--- src/rtl/pcs_pkg.sv ---
// Shared 10GBASE-R PCS receive definitions: lock states,
// sync-header codes and block-lock window constants.
package pcs_pkg;

    typedef enum logic [1:0] {
        HUNT,
        SLIP_WAIT,
        LOCKED
    } lock_state_t;

    localparam logic [1:0] SH_DATA = 2'b01;
    localparam logic [1:0] SH_CTRL = 2'b10;

    localparam int LOCK_WINDOW  = 64;
    localparam int LOCK_INV_MAX = 16;

    function automatic logic sh_is_valid(input logic [1:0] sh);
        return (sh == SH_DATA) || (sh == SH_CTRL);
    endfunction

endpackage

--- src/rtl/rx_link_ctrl_if.sv ---
// Gearbox <-> link controller bundle: header beats in,
// bitslip request back.
interface rx_link_ctrl_if;

    logic [1:0] i_header;
    logic       i_valid;
    logic       o_slip;

    modport master (
        output i_header,
        output i_valid,
        input  o_slip
    );

    modport slave (
        input  i_header,
        input  i_valid,
        output o_slip
    );

endinterface

--- src/rtl/ber_monitor.sv ---
// High bit-error-rate monitor: counts invalid sync headers
// over a fixed window of header beats while enabled.
module ber_monitor #(
    parameter int BER_WINDOW = 19531,
    parameter int BER_THRESH = 16
) (
    input  logic i_clk,
    input  logic i_reset,
    input  logic i_enable,
    input  logic i_valid,
    input  logic i_sh_valid,
    output logic o_hi_ber
);

    localparam int WIN_W = $clog2(BER_WINDOW + 1);
    localparam int CNT_W = $clog2(BER_THRESH + 1);

    logic [WIN_W-1:0] win_cnt_q, win_cnt_d;
    logic [CNT_W-1:0] ber_cnt_q, ber_cnt_d;
    logic [CNT_W-1:0] ber_inc;
    logic             hi_ber_q, hi_ber_d;
    logic             at_thresh;

    always_comb begin
        win_cnt_d = win_cnt_q;
        ber_cnt_d = ber_cnt_q;
        hi_ber_d  = hi_ber_q;
        ber_inc   = ber_cnt_q;
        at_thresh = 1'b0;
        if (!i_enable) begin
            win_cnt_d = '0;
            ber_cnt_d = '0;
            hi_ber_d  = 1'b0;
        end else if (i_valid) begin
            if (!i_sh_valid && ber_cnt_q != CNT_W'(BER_THRESH)) begin
                ber_inc = ber_cnt_q + 1'b1;
            end
            at_thresh = (ber_inc == CNT_W'(BER_THRESH));
            // The closing beat's header still belongs to the ending window.
            if (win_cnt_q == WIN_W'(BER_WINDOW - 1)) begin
                win_cnt_d = '0;
                ber_cnt_d = '0;
                hi_ber_d  = at_thresh;
            end else begin
                win_cnt_d = win_cnt_q + 1'b1;
                ber_cnt_d = ber_inc;
                hi_ber_d  = hi_ber_q | at_thresh;
            end
        end
    end

    always_ff @(posedge i_clk) begin
        if (i_reset) begin
            win_cnt_q <= '0;
            ber_cnt_q <= '0;
            hi_ber_q  <= 1'b0;
        end else begin
            win_cnt_q <= win_cnt_d;
            ber_cnt_q <= ber_cnt_d;
            hi_ber_q  <= hi_ber_d;
        end
    end

    assign o_hi_ber = hi_ber_q;

endmodule

--- src/rtl/rx_link_ctrl.sv ---
// 10GBASE-R receive block-lock FSM, bitslip control, error
// counter and link status, with the BER monitor below it.
module rx_link_ctrl #(
    parameter int SLIP_SETTLE = 4,
    parameter int BER_WINDOW  = 19531,
    parameter int BER_THRESH  = 16,
    parameter int MAX_SLIPS   = 66
) (
    input  logic           i_clk,
    input  logic           i_reset,
    rx_link_ctrl_if.slave  gb,
    input  logic           i_err_clear,
    output logic           o_block_lock,
    output logic           o_hi_ber,
    output logic           o_link_up,
    output logic           o_align_fail,
    output logic [5:0]     o_err_count
);

    import pcs_pkg::*;

    localparam int SH_W  = $clog2(LOCK_WINDOW + 1);
    localparam int INV_W = $clog2(LOCK_INV_MAX + 1);
    localparam int SET_W = $clog2(SLIP_SETTLE + 1);
    localparam int SLP_W = $clog2(MAX_SLIPS + 1);

    lock_state_t      state_q, state_d;
    logic [SH_W-1:0]  sh_cnt_q, sh_cnt_d;
    logic [INV_W-1:0] inv_cnt_q, inv_cnt_d;
    logic [SET_W-1:0] settle_cnt_q, settle_cnt_d;
    logic [SLP_W-1:0] slip_cnt_q, slip_cnt_d;
    logic             slip_q, slip_d;
    logic             align_fail_q, align_fail_d;
    logic             block_lock_q, block_lock_d;
    logic             link_up_q, link_up_d;
    logic [5:0]       err_cnt_q, err_cnt_d;
    logic             sh_ok;
    logic             do_slip;
    logic             err_inc;
    logic             hi_ber;

    assign sh_ok = sh_is_valid(gb.i_header);

    always_comb begin
        state_d      = state_q;
        sh_cnt_d     = sh_cnt_q;
        inv_cnt_d    = inv_cnt_q;
        settle_cnt_d = settle_cnt_q;
        slip_cnt_d   = slip_cnt_q;
        slip_d       = 1'b0;
        align_fail_d = 1'b0;
        block_lock_d = block_lock_q;
        err_cnt_d    = err_cnt_q;
        do_slip      = 1'b0;
        err_inc      = 1'b0;
        link_up_d    = block_lock_q & ~hi_ber;
        if (gb.i_valid) begin
            unique case (state_q)
                HUNT: begin
                    if (!sh_ok) begin
                        do_slip = 1'b1;
                    end else if (sh_cnt_q == SH_W'(LOCK_WINDOW - 1)) begin
                        state_d      = LOCKED;
                        block_lock_d = 1'b1;
                        sh_cnt_d     = '0;
                        slip_cnt_d   = '0;
                    end else begin
                        sh_cnt_d = sh_cnt_q + 1'b1;
                    end
                end
                SLIP_WAIT: begin
                    if (settle_cnt_q == SET_W'(SLIP_SETTLE - 1)) begin
                        state_d      = HUNT;
                        settle_cnt_d = '0;
                        sh_cnt_d     = '0;
                        inv_cnt_d    = '0;
                    end else begin
                        settle_cnt_d = settle_cnt_q + 1'b1;
                    end
                end
                LOCKED: begin
                    err_inc = ~sh_ok;
                    // Losing lock outranks the window rollover on the same beat.
                    if (!sh_ok && inv_cnt_q == INV_W'(LOCK_INV_MAX - 1)) begin
                        block_lock_d = 1'b0;
                        do_slip      = 1'b1;
                    end else if (sh_cnt_q == SH_W'(LOCK_WINDOW - 1)) begin
                        sh_cnt_d  = '0;
                        inv_cnt_d = '0;
                    end else begin
                        sh_cnt_d  = sh_cnt_q + 1'b1;
                        inv_cnt_d = inv_cnt_q + {{(INV_W-1){1'b0}}, ~sh_ok};
                    end
                end
                default: state_d = HUNT;
            endcase

            if (do_slip) begin
                slip_d       = 1'b1;
                state_d      = SLIP_WAIT;
                sh_cnt_d     = '0;
                inv_cnt_d    = '0;
                settle_cnt_d = '0;
                if (slip_cnt_q == SLP_W'(MAX_SLIPS - 1)) begin
                    align_fail_d = 1'b1;
                    slip_cnt_d   = '0;
                end else begin
                    slip_cnt_d = slip_cnt_q + 1'b1;
                end
            end

            if (i_err_clear) begin
                err_cnt_d = {5'd0, err_inc};
            end else if (err_inc && err_cnt_q != 6'd63) begin
                err_cnt_d = err_cnt_q + 6'd1;
            end
        end
    end

    always_ff @(posedge i_clk) begin
        if (i_reset) begin
            state_q      <= HUNT;
            sh_cnt_q     <= '0;
            inv_cnt_q    <= '0;
            settle_cnt_q <= '0;
            slip_cnt_q   <= '0;
            slip_q       <= 1'b0;
            align_fail_q <= 1'b0;
            block_lock_q <= 1'b0;
            link_up_q    <= 1'b0;
            err_cnt_q    <= '0;
        end else begin
            state_q      <= state_d;
            sh_cnt_q     <= sh_cnt_d;
            inv_cnt_q    <= inv_cnt_d;
            settle_cnt_q <= settle_cnt_d;
            slip_cnt_q   <= slip_cnt_d;
            slip_q       <= slip_d;
            align_fail_q <= align_fail_d;
            block_lock_q <= block_lock_d;
            link_up_q    <= link_up_d;
            err_cnt_q    <= err_cnt_d;
        end
    end

    ber_monitor #(
        .BER_WINDOW (BER_WINDOW),
        .BER_THRESH (BER_THRESH)
    ) u_ber (
        .i_clk      (i_clk),
        .i_reset    (i_reset),
        .i_enable   (block_lock_q),
        .i_valid    (gb.i_valid),
        .i_sh_valid (sh_ok),
        .o_hi_ber   (hi_ber)
    );

    assign gb.o_slip    = slip_q;
    assign o_block_lock = block_lock_q;
    assign o_hi_ber     = hi_ber;
    assign o_link_up    = link_up_q;
    assign o_align_fail = align_fail_q;
    assign o_err_count  = err_cnt_q;

endmodule

--- src/flat_wrapper.sv ---
// flat-port wrapper written by rule: the top's interface ports become plain ports
module rx_link_ctrl_flat import pcs_pkg::*;
#(
    parameter int SLIP_SETTLE = 4,
    parameter int BER_WINDOW  = 19531,
    parameter int BER_THRESH  = 16,
    parameter int MAX_SLIPS   = 66
)
  (i_clk, i_reset, i_err_clear, o_block_lock, o_hi_ber, o_link_up, o_align_fail, o_err_count, gb_i_header, gb_i_valid, gb_o_slip);
  rx_link_ctrl_if gb_i ();
  input  logic i_clk;
  input  logic i_reset;
  input  logic i_err_clear;
  output logic o_block_lock;
  output logic o_hi_ber;
  output logic o_link_up;
  output logic o_align_fail;
  output logic [5:0] o_err_count;
  input wire logic [$bits(gb_i.i_header)-1:0] gb_i_header;
  input wire logic [$bits(gb_i.i_valid)-1:0] gb_i_valid;
  output wire logic [$bits(gb_i.o_slip)-1:0] gb_o_slip;
  assign gb_i.i_header = gb_i_header;
  assign gb_i.i_valid = gb_i_valid;
  assign gb_o_slip = gb_i.o_slip;
  rx_link_ctrl #(.SLIP_SETTLE(SLIP_SETTLE), .BER_WINDOW(BER_WINDOW), .BER_THRESH(BER_THRESH), .MAX_SLIPS(MAX_SLIPS)) u_core (.i_clk(i_clk), .i_reset(i_reset), .gb(gb_i), .i_err_clear(i_err_clear), .o_block_lock(o_block_lock), .o_hi_ber(o_hi_ber), .o_link_up(o_link_up), .o_align_fail(o_align_fail), .o_err_count(o_err_count));
endmodule
--- config.mk ---
export PLATFORM = sky130hd
export DESIGN_NAME = rx_link_ctrl_flat
export DESIGN_NICKNAME = d
export VERILOG_FILES = /design/src/rtl/pcs_pkg.sv /design/src/rtl/rx_link_ctrl_if.sv /design/src/rtl/ber_monitor.sv /design/src/rtl/rx_link_ctrl.sv /design/src/flat_wrapper.sv
export SDC_FILE = /design/constraint.sdc
export NUM_CORES = 1
export LEC_CHECK = 0
export CAP_MARGIN = 10
export CELL_PAD_IN_SITES_DETAIL_PLACEMENT = 1
export CELL_PAD_IN_SITES_GLOBAL_PLACEMENT = 1
export CORE_UTILIZATION = 48
export CTS_CLUSTER_SIZE = 14
export DETAILED_ROUTE_END_ITERATION = 10
export PLACE_DENSITY = 0.89
export SLEW_MARGIN = 20
export SYNTH_ARGS = -nofsm -noshare
export SYNTH_HDL_FRONTEND = slang
export SYNTH_SLANG_ARGS = --single-unit
--- constraint.sdc ---
create_clock -name i_clk -period 6 [get_ports i_clk]
set_clock_uncertainty 0.2 [all_clocks]
set_input_delay 0.9 -clock i_clk [delete_from_list [all_inputs] [get_ports i_clk]]
set_output_delay 0.9 -clock i_clk [all_outputs]
set_load 0.1 [all_outputs]
## Yosys cells after proc, flatten, opt, wreduce, memory -nomap -nowiden

Index checks and enable logic that the tools add are counted.

| storage, ports and cells | value |
|---|---|
| register bits | 55 |
| ROM bits | 0 |
| output and inout bits | 11 |
| bits in latches | 0 |
| memories kept | 0 |
| bits in writable memories | 0 |

| cells by class | value |
|---|---|
| shift operators | 0 |
| equality and inequality tests | 20 |
| $add $sub $neg | 7 |
| reductions and logical operators | 24 |
| div/mod/pow operators | 0 |
| bitwise operators | 7 |
| $lt $le $gt $ge | 0 |
| multiply operators | 0 |
| multiplexer cells | 44 |

Operator list:

| cell | number |
|---|---|
| 7-bit two-way mux | 10 |
| 5-bit two-way mux | 8 |
| 7-bit case mux with 3 select lines | 1 |
| 15-bit by 1-bit adder with 15-bit output (second input constant) | 1 |
| 15-bit equality test (second input constant) | 1 |
| 15-bit two-way mux | 1 |
| 5-bit AND reduction | 3 |
| 7-bit by 1-bit adder with 7-bit output (second input constant) | 2 |
| 6-bit two-way mux | 2 |
| 2-bit nonzero test | 6 |
| 1-bit two-way mux | 11 |
| 5-bit case mux with 2 select lines | 1 |
| 3-bit two-way mux | 3 |
| 3-bit by 1-bit inequality test with 1-bit output (second input constant) | 3 |
| 2-bit two-way mux | 4 |
| 2-bit by 1-bit inequality test with 1-bit output (second input constant) | 4 |
| 4-bit AND reduction | 2 |
| 7-bit by 6-bit equality test with 1-bit output (second input constant) | 1 |
| 7-bit equality test (second input constant) | 1 |
| 6-bit by 1-bit adder with 6-bit output (second input constant) | 1 |
| 6-bit inequality test (second input constant) | 1 |
| 2-bit case mux with 3 select lines | 1 |
| 5-bit by 1-bit adder with 5-bit output | 1 |
| 5-bit by 1-bit adder with 5-bit output (second input constant) | 1 |
| 21 further kinds | 32 |

## Logic depth before layout (Yosys ltp)

| depth | value |
|---|---|
| depth in word-level cells | 10 |
| mapped depth | 7 |

## Hierarchy

Synthesis repeated with hierarchy kept, for this count alone.

| unflattened totals | value |
|---|---|
| cells, all modules | 343 |
| area total of the unflattened synthesis | 2941.6 um^2 |

By module, submodules not included:

| module | cells an instance | seq. area each (um^2) | area each (um^2) | times used |
|---|---|---|---|---|
| rx_link_ctrl | 216 | 680.7 | 1805.5 | 1 |
| ber_monitor | 127 | 420.4 | 1136.1 | 1 |

## Least setup slack after synthesis

OpenSTA, ideal clock, no wires.

| path | value |
|---|---|
| path kind | register to register |
| from | reg u_core.err_cnt_q[0], in the netlist u_core.o_err_count[0] |
| to | reg u_core.err_cnt_q[2], in the netlist u_core.o_err_count[2] |
| arrival | 2122 ps |
| stages on the path, launching flop included | 7 |
| path buffers | 0 |
| path slack | 3560 ps |
| period minus slack after synthesis | 2440 ps |
| path through | dfxtp_1 -> ha_1 -> nand2_1 -> o2111ai_1 -> a21boi_0 -> xnor2_1 -> nor2_1 |

| between the ends | value |
|---|---|
| cells in the longest elaborated chain, start to end | 4 |
| elaborated cells on any way between the ends | 7 |
| classes of those cells | 1 x add/sub; 1 x eq/ne; 2 x mux; 3 x reduce/logical |

RTL lines:

| element | RTL line | source |
|---|---|---|
| start: declaration | rx_link_ctrl.sv:36 | `logic [5:0] err_cnt_q, err_cnt_d;` |
| start signal: assignment | rx_link_ctrl.sv:142 | `err_cnt_q <= err_cnt_d;` |
| branches (longest 4 deep; another with 6-bit by 1-bit adder with 6-bit output) | -- |  |

Parallel ways; which one is timed is not known. The select of a mux whose other input is x is not followed.
A chain may end at the register's enable or synchronous reset.

## Final worst setup path

| path | value |
|---|---|
| from | in gb_i_valid |
| to | reg u_core.inv_cnt_q[4] |

| between the ends | value |
|---|---|
| cells in the longest elaborated chain, start to end | 1 |

RTL lines:

| element | RTL line | source |
|---|---|---|
| start: declaration | flat_wrapper.sv:20 | `input wire logic [$bits(gb_i.i_valid)-1:0] gb_i_valid;` |
| 4-bit AND reduction (no source line) | -- |  |
| end signal: assignment | rx_link_ctrl.sv:135 | `inv_cnt_q <= inv_cnt_d;` |
| end: declaration | rx_link_ctrl.sv:29 | `logic [INV_W-1:0] inv_cnt_q, inv_cnt_d;` |

No other way between the ends.

==> flow_summary_export.csv <==
group,metric,value,unit
status,status,"finished clean",
cells_and_area,area_delta_synth_final,10.5,%
power_and_ir_drop,ir_drop,0.000102,V
sta,worst_hold_slack,0.248,ns
clock_network,post_cts_buffers,0,
hold_path,hold_path_startpoint,"u_core.u_ber.o_hi_ber",
yosys,ys.flop_type,"dfxtp_1",
yosys,yosysSeqAreaShare,0.396,
sta,fin_crit_sh,0.522,
placed_design,dp_hpwl,4790,um
yosys,yosysWarnings,0,
route,via_count,2409,
route,viasPerCell,5.89,
route,wl_per_cell,16.0,um
worst_setup_path,critPathLaunch,"gb_i_valid",
yosys,synth_cells,322,
worst_setup_path,critPathRequiredTime,6.05,ns
floorplanning,rows,27,
yosys,syn_area,2780,um2
grt,grt_use_total,0.234,
yosys,ys_async_sr_fraction,0,
grt,grt_max_degree,23,
grt,grt_pass1_vias,2421,
worst_setup_path,startpoint_type,"input pin",
sta,finalHoldViolCount,0,
worst_setup_path,cp.arrival,3.19,ns
yosys,yosysMostFrequentCell,"dfxtp_1",
sta,fin_crit,3.13,ns
run,maxCapViolations,0,
sta,fmaxAchievable,0.319,GHz
grt,grt_pass1_wl,11500,um
floorplanning,initial_core_util,0.501,
route,drc,0,
placed_design,gp_congestion,0.808,
clock_network,clk_latency,0.31,ns
yosys,ys_ff_latch,55,
yosys,synth_edf_count,0,
cells_and_area,n_antenna_cell,0,
yosys,synth_top_cell_by_area,"dfxtp_1",
worst_setup_path,rr_startpoint,"u_core.sh_cnt_q[0]",
clock_network,hold_buffers,0,
route,drt_first_pass_iters,5,
sta,setup_tns,0,ns
clock_network,postCtsResizedCells,0,
route,drt_iter0_drc,112,
yosys,synth_area_per_cell,8.63,um2
clock_network,cts_tree,"done",
cells_and_area,fillCellCount,682,
yosys,synth_nets,339,
placed_design,dpl-instance-area,2980,um2
floorplanning,die_y,78.1,um
cells_and_area,fin_nets,353,
placed_design,io_buffer_count,16,
cells_and_area,layout-drive-gt1-share,0.0564,
hold_path,min_path_type,"reg -> reg",
worst_setup_path,worstSetupPathType,"in -> reg",
sta,worst_slew_pin_slew,0.967,ns
route,antenna_left,0,
yosys,synth_commonest_cells,"dfxtp_1, nor2_1, nand2_1",
clock_network,ctsHtreeMaxLevel,2,
power_and_ir_drop,finalPower,639,uW
worst_setup_path,end_kind,"register",
yosys,synth.top_cell.area_share,0.396,
floorplanning,die_area,6090,um2
clock_network,clock-root-buffer,"clkbuf_8",
clock_network,clkSinkCount,55,
cells_and_area,fin_util,0.554,
worst_setup_path,cp_max_fo,18,
floorplanning,fp.dieW,78.1,um
route,drt_wl_total,6530,um
sta,slew_violations,0,
sta,finalSetupViolCount,0,
worst_setup_path,rrSetupSlack,3.60,ns
power_and_ir_drop,p_leak,0.00103,uW
cells_and_area,postLayoutCellArea,3070,um2
clock_network,clk_pin_slew,0.10,ns
grt,grt_antenna_before_repair,0,
clock_network,cts_buffers,5,
power_and_ir_drop,power_density,208,nW/um2
floorplanning,io_pins,17,
sta,slew-limit-headroom,0.353,
sta,rsz0062_at_grt,"false",
floorplanning,coreArea,5540,um2
yosys,synth.area.top_cells,"dfxtp_1, nor2_1, ha_1",
grt,grt_overflow,0,
yosys,synth.distinct_cells,62,
clock_network,clockBufferDepth,2,
-- cells in the final DEF (no fill, tap or decap), types with 3 or more instances in the layout --
cell type,n
nand2b_1,7
xnor2_1,11
clkdlybuf4s50_1,16
clkbuf_8,5
or3_1,5
ha_1,11
a21o_1,4
and3_1,4
o31ai_1,4
nor2_1,37
o2111ai_1,3
o21ai_0,13
nand3b_1,4
inv_1,8
nand3_1,18
a21oi_1,22
nor3_1,8
dfxtp_1,55
xor2_1,10
a31oi_1,4
nand2_1,30
nand4_1,7
-- final timing paths --
path / end / depth (start not counted)
setup / recovery: u_core.inv_cnt_q[4] / 6
hold / removal: u_core.o_link_up / 1
setup reg to reg: u_core.slip_cnt_q[3] / 6
hold reg to reg: u_core.o_link_up / 1
-- worst max-delay path: stages --
cell             delay, ns
clkdlybuf4s50_1       0.85
and2b_1               0.46
o32a_1                0.34
nand2_1               0.13
or3_1                 0.34
a21oi_1               0.15
-- state kept, by name, indices dropped and copies added (netlist names) --
name,cells
u_core.u_ber.ber_cnt_q,5
u_core.o_block_lock,1
u_core.u_ber.win_cnt_q,15
u_core.slip_cnt_q,7
u_core.settle_cnt_q,3
u_core.o_err_count,6
u_core.state_q,2
u_core.gb.o_slip,1
u_core.inv_cnt_q,5
u_core.o_link_up,1
u_core.u_ber.o_hi_ber,1
u_core.sh_cnt_q,7
u_core.o_align_fail,1
-- routing by layer --
| layer | vias up | GRT usage | wire length, um |
|---|---|---|---|
| met5 | - | 0 | 0 |
| met4 | 0 | 0.0556 | 66 |
| met3 | 7 | 0.0384 | 179 |
| met2 | 25 | 0.406 | 3240 |
| met1 | 1185 | 0.302 | 3040 |
| li1 | 1192 | - | - |
-- kinds of logic (layout without fill, tap and decap cells) --
logic type	after synthesis	count (layout)	share of synthesized area
multiplexers	3	3	0.0113
XOR/XNOR	22	22	0.0721
buffers and inverters	18	33	0.0293
flip-flops	55	55	0.396
adder cells (fa/ha/maj)	11	11	0.0495
AO/OA/AOI/OAI	72	72	0.174
AND/OR/NAND/NOR	141	141	0.267
-- power by group --
part / switching [uW] / internal [uW] / total [uW]
Clock: 128 / 84.3 / 213
Combinational: 35.4 / 18.0 / 53.4
Sequential: 4.37 / 369 / 373
Total: 168 / 471 / 639
-- area by class of cell --
type	count	area, um2	share of cell area
Clock buffer	6	72.6	0.0236
Tap cell	72	90.1	0.0293
Inverter	9	33.8	0.0110
Sequential cell	55	1100	0.359
Clock inverter	2	17.5	0.00570
Timing Repair Buffer	16	160	0.0522
Multi-Input combinational cell	249	1600	0.520
-- stage by stage --
stage | setup WS (ns) | std cells
floorplan | 3.56 | 322
global placement | 2.67 | 401
detailed placement | 2.55 | 401
CTS | 2.90 | 409
global route | 2.58 | 409
finish | 2.87 | 409
Note: power is estimated with default switching activity, not from simulation.
